File: config.mk
export PLATFORM = sky130hd
export DESIGN_NAME = lmem_port_arbiter
export DESIGN_NICKNAME = d
export VERILOG_FILES = /design/src/rtl/lmem_port_arbiter.sv
export SDC_FILE = /design/constraint.sdc
export NUM_CORES = 1
export LEC_CHECK = 0
export BUFFER_PORTS_ARGS = -buffer_cell sky130_fd_sc_hd__buf_2
export CAP_MARGIN = 20
export CORE_MARGIN = 10
export CORE_UTILIZATION = 42
export DETAILED_ROUTE_END_ITERATION = 8
export GPL_TIMING_DRIVEN = 0
export PLACE_DENSITY = 0.82
export SLEW_MARGIN = 20
export SYNTH_ARGS = -nofsm -noshare
export SYNTH_HDL_FRONTEND = slang
export SYNTH_SLANG_ARGS = --single-unit
File: constraint.sdc
create_clock -name clk -period 2.76 [get_ports clk]
set_clock_uncertainty 0.2 [all_clocks]
set_input_delay 0.138 -clock clk [delete_from_list [all_inputs] [get_ports clk]]
set_output_delay 0.138 -clock clk [all_outputs]
set_load 0.05 [all_outputs]
File: src/rtl/lmem_port_arbiter.sv
// Two-port arbiter for the shared layer-memory port: round-robin with bounded burst hold,
// registered command issue, and read data returned to the issuing port one cycle after access.
module lmem_port_arbiter #(
    parameter int unsigned AW        = 12,
    parameter int unsigned DW        = 20,
    parameter int unsigned MAX_BURST = 4
) (
    input  logic          clk,
    input  logic          reset,
    input  logic          req0,
    input  logic          req1,
    input  logic          we0,
    input  logic          we1,
    input  logic [2:0]    sel0,
    input  logic [2:0]    sel1,
    input  logic [AW-1:0] addr0,
    input  logic [AW-1:0] addr1,
    input  logic [DW-1:0] wd0,
    input  logic [DW-1:0] wd1,
    output logic          gnt0,
    output logic          gnt1,
    output logic          rv0,
    output logic          rv1,
    output logic [DW-1:0] rd0,
    output logic [DW-1:0] rd1,
    output logic          cwr,
    output logic          crd,
    output logic [AW-1:0] caddr_wr,
    output logic [AW-1:0] caddr_rd,
    output logic [DW-1:0] cdata_wr,
    output logic [2:0]    csel,
    input  logic [DW-1:0] cdata_rd
);

    localparam int unsigned CW = $clog2(MAX_BURST + 1);

    typedef enum logic [1:0] {
        OWN_NONE = 2'd0,
        OWN_P0   = 2'd1,
        OWN_P1   = 2'd2
    } owner_t;

    owner_t        owner_q, owner_d;
    logic          last_q, last_d;
    logic [CW-1:0] cnt_q, cnt_d;

    logic          any_c;
    logic          win_c;
    logic          keep_c;

    logic          cmd_we_c;
    logic [2:0]    cmd_sel_c;
    logic [AW-1:0] cmd_addr_c;
    logic [DW-1:0] cmd_wd_c;

    logic          tag_q;

    // Winner selection and owner/burst bookkeeping
    always_comb begin
        owner_d = OWN_NONE;
        last_d  = last_q;
        cnt_d   = '0;
        any_c   = 1'b0;
        win_c   = 1'b0;
        keep_c  = (owner_q != OWN_NONE) && (cnt_q < CW'(MAX_BURST));

        if (req0 && req1) begin
            any_c = 1'b1;
            win_c = keep_c ? (owner_q == OWN_P1) : ~last_q;
        end else if (req0) begin
            any_c = 1'b1;
            win_c = 1'b0;
        end else if (req1) begin
            any_c = 1'b1;
            win_c = 1'b1;
        end

        if (any_c) begin
            owner_d = win_c ? OWN_P1 : OWN_P0;
            last_d  = win_c;
            if (owner_q == owner_d) begin
                cnt_d = (cnt_q < CW'(MAX_BURST)) ? cnt_q + CW'(1) : cnt_q;
            end else begin
                cnt_d = CW'(1);
            end
        end
    end

    assign gnt0 = any_c & ~win_c & ~reset;
    assign gnt1 = any_c &  win_c & ~reset;

    assign cmd_we_c   = win_c ? we1   : we0;
    assign cmd_sel_c  = win_c ? sel1  : sel0;
    assign cmd_addr_c = win_c ? addr1 : addr0;
    assign cmd_wd_c   = win_c ? wd1   : wd0;

    always_ff @(posedge clk or posedge reset) begin
        if (reset) begin
            owner_q <= OWN_NONE;
            last_q  <= 1'b1;
            cnt_q   <= '0;
        end else begin
            owner_q <= owner_d;
            last_q  <= last_d;
            cnt_q   <= cnt_d;
        end
    end

    // Command issue; addresses and write data hold between commands
    always_ff @(posedge clk or posedge reset) begin
        if (reset) begin
            cwr      <= 1'b0;
            crd      <= 1'b0;
            csel     <= '0;
            caddr_wr <= '0;
            caddr_rd <= '0;
            cdata_wr <= '0;
            tag_q    <= 1'b0;
        end else begin
            cwr   <= any_c &  cmd_we_c;
            crd   <= any_c & ~cmd_we_c;
            csel  <= any_c ? cmd_sel_c : 3'd0;
            tag_q <= win_c;
            if (any_c && cmd_we_c) begin
                caddr_wr <= cmd_addr_c;
                cdata_wr <= cmd_wd_c;
            end
            if (any_c && !cmd_we_c) begin
                caddr_rd <= cmd_addr_c;
            end
        end
    end

    // Read return: tag selects which port captures the memory data
    always_ff @(posedge clk or posedge reset) begin
        if (reset) begin
            rv0 <= 1'b0;
            rv1 <= 1'b0;
            rd0 <= '0;
            rd1 <= '0;
        end else begin
            rv0 <= crd & ~tag_q;
            rv1 <= crd &  tag_q;
            if (crd && !tag_q) begin
                rd0 <= cdata_rd;
            end
            if (crd && tag_q) begin
                rd1 <= cdata_rd;
            end
        end
    end

endmodule

==> flow_summary.ini <==
[status]
outcome = completed

[min_path]
whs_path_depth = 3
min_to = crd
worst_hold_startpoint = we1
worst_hold_path_type = input pin to flip-flop

[route]
dr.first_iter.drc_count = 245
wire_per_inst_um = 18.7
ant_nets = 0
route.detailed.vias_per_inst = 5.00
drt_pre_antenna_iters = 4
vias = 3713
drc_errors = 0
drt-total-wl_um = 13900

[synth]
synth.net_count = 398
syn_area_sq_um = 4170
syn_avg_cell_area_sq_um = 13.9
main_flop_type_after_synthesis = sky130_fd_sc_hd__dfrtp_1
synth.lib_cells_used.distinct = 40
synth_async_sr_flop_share = 1.00
yosys-top-cells-area = sky130_fd_sc_hd__dfrtp_1 (58%), sky130_fd_sc_hd__mux2_2 (11%), sky130_fd_sc_hd__o221a_1 (10%)
cell_with_the_most_instances_after_synthesis = sky130_fd_sc_hd__dfrtp_1
yosys_warnings = 0
yosysSeqAreaShare = 0.589
synth.largest_area_cell = sky130_fd_sc_hd__dfrtp_1
synth.top_cell.area_share = 0.582
post_synth_inst_count = 301
synth_enable_flop_cells = 0
postSynthRegisterBits = 98
synth.top_cells.by_count = sky130_fd_sc_hd__dfrtp_1 (97), sky130_fd_sc_hd__mux2_2 (40), sky130_fd_sc_hd__o221a_1 (37)

[clock_network]
cts.sink_count = 98
maximum_clock_insertion_buffer_count = 2
cts-buffers-inserted = 9
cts_root_buf = sky130_fd_sc_hd__clkbuf_8
cts_clk_pin_slew_worst_paths_ns = 0.10
htreeDepth = 3
cts_tree = done
post_cts_buffers = 0
insertion_delay_ns = 0.36

[final_layout]
n_antenna_cell = 0
fin_nets = 701
seq_area_sq_um = 2450
share_of_final_layout_standard_cells_stronger_than_drive_strength_1 = 0.461
non_filler_instances = 742
multiInputGateArea_sq_um = 1550
area_growth_syn_to_layout_pct = 58.3
layout.filler_cells = 699
layout.core_utilization = 0.678

[critical_path]
r2r_setup_slack_ns = 0.15
worstPathArrival_ns = 2.65
setup.worst_path.class = flip-flop to flip-flop
reg2reg_depth = 7
regToRegEndpoint = cdata_wr[7]
required_ns = 2.80
worst-path-max-fanout = 10
crit_path_start_kind = flip-flop
crit-reg2reg-launch = cnt_q[2]
endpoint_kind = flip-flop

[global_routing]
grt.total_usage = 0.190
via_count_of_the_first_global_routing_pass = 4181
largest_net_degree_at_the_start_of_global_routing = 36
grt_first_pass_wirelength_um = 22100
grt_antenna_before_repair = 0
global_route.overflow_total = 0

[pwr]
p_clk_frac = 0.210
power.switching_w = 0.00228
power.static_leakage_nw = 3.01
internal_power_w = 0.00311
peakVddDrop_v = 0.000409
cellPowerDensity_nw_per_um2 = 817
power.combinational.fraction = 0.433
seq_power_share = 0.357
power.switching_fraction = 0.423

[floorplan]
die_w_um = 120
initial_utilization = 0.428
io-pin-count = 189
design.core.area_sq_um = 9730
die_area_sq_um = 14300
die_y_um = 120
placementRows = 36

[placement]
post-dp-hpwl_um = 9560
finalWeightedCongestion = 0.817
numPlacedInstances = 622
buffer_ports.inserted = 186
placement.setup.worst_slack_ns = 0.699

[sta]
grt_setup_unrepaired = no
worst_slack_ns = 0.149
report.final.hold_viol_count = 0
finalCritPeriodShare = 0.946
final.hold.worst_slack_ns = 0.0376
timing_worst_slew_pin_value_ns = 0.740
fin_setup_tns_ns = 0
achievable-frequency_mhz = 383
layout_min_cycle_time_ns = 2.61
setup_viol = 0
report.final.slew_viol_count = 0
relative_slew_slack = 0.506

[job]
cap_violations = 0
## cell usage in the layout (no fill, tap or decap), drive strengths merged
master,netlist,layout
clkinv,0,1
o21ai,6,6
a31oi,1,1
nand3b,1,1
dfstp,1,1
inv,13,15
xnor2,1,1
nand2b,33,33
a2bb2oi,1,1
and3,1,1
nand2,6,6
o2bb2ai,1,1
o221ai,1,1
o41ai,1,1
and2,1,1
bufinv,0,3
dlygate4sd3,0,104
nand3,4,4
mux2,40,40
buf,10,198
or2,13,13
o211ai,1,1
dfrtp,97,97
a211o,1,1
o2111a,1,1
mux2i,1,1
clkinvlp,0,1
clkbuf,10,19
nor2,5,5
o221a,44,44
a31o,1,1
o22ai,1,1
ha,1,1
o2111ai,1,1
nor2b,2,2
## critical path: stages (launching register included)
cell and delay, ns:
sky130_fd_sc_hd__dfrtp_1 0.39, sky130_fd_sc_hd__buf_6 0.15, sky130_fd_sc_hd__nor2b_4 0.16, sky130_fd_sc_hd__o2111a_2 0.31, sky130_fd_sc_hd__clkbuf_1 0.41, sky130_fd_sc_hd__nand2b_1 0.15, sky130_fd_sc_hd__o221a_1 0.16, sky130_fd_sc_hd__dlygate4sd3_1 0.57
## final cells by class
cell class / count / share of cell area
Sequential cell: 98 / 0.372
Timing Repair Buffer: 292 / 0.305
Multi-Input combinational cell: 170 / 0.234
Tap cell: 133 / 0.0252
Clock buffer: 9 / 0.0188
Clock inverter: 7 / 0.0188
Buffer: 20 / 0.0184
Inverter: 13 / 0.00796
## flip-flops by register name, summed over array words and instances (netlist names), 2 cells and up
register and flops:
csel 3, owner_q 2, caddr_wr 12, rd1 20, cdata_wr 20, cnt_q 3, caddr_rd 12, rd0 20
## metrics by stage
step	area (sq um)	total power, W
5_1_grt	6600	0.00562
6_report	6600	0.00539
4_1_cts	6600	0.00541
3_3_place_gp	5270	0.00401
2_1_floorplan	4170	0.00348
3_5_place_dp	5310	0.00407
## per-layer routing
layer  vias to the layer above  global-route usage  share of wire
li1                       1700                   -              -
met1                      1831               0.206           0.38
met2                       158               0.345           0.53
met3                        24              0.0591          0.079
met4                         0              0.0641          0.019
met5                         -                   0              0
## timing repair
item / CTS / global route
endpoints found under the setup margin: 0 / 3
gates resized for setup: 0 / 4
hold endpoints to repair: 119 / 0
hold buffers: 104 / 0
## cell families (layout without fill, tap and decap cells)
group	Yosys count	in the layout	synth area share
flops	98	98	0.589
compound gates	61	61	0.156
buf+inv	33	341	0.0402
mux	41	41	0.110
fa+ha+maj	1	1	0.00300
xor+xnor	1	1	0.00210
simple gates	66	66	0.0993
## power by group through the flow
stage / Sequential (W) / Clock [W] / Combinational [W]
final: 0.00193 / 0.00113 / 0.00234
after floorplan: 0.00303 / 0 / 0.000452
after detailed placement: 0.00195 / 0 / 0.00212
after global routing: 0.00197 / 0.00121 / 0.00244
after global placement: 0.00192 / 0 / 0.00209
after CTS: 0.00192 / 0.00115 / 0.00233
## worst max path at each step
stage	startpoint	to	slack [ns]	cells past startpoint
CTS	cnt_q[2]	cdata_wr[19]	0.13	7
floorplan	reset	gnt0	0.19	2
global route	cnt_q[2]	cdata_wr[7]	0.05	7
detailed placement	cnt_q[2]	caddr_wr[1]	0.70	6
finish	cnt_q[2]	cdata_wr[7]	0.15	7
global placement	reset	gnt0	-0.51	4
Power figures use the tool's default switching activity.
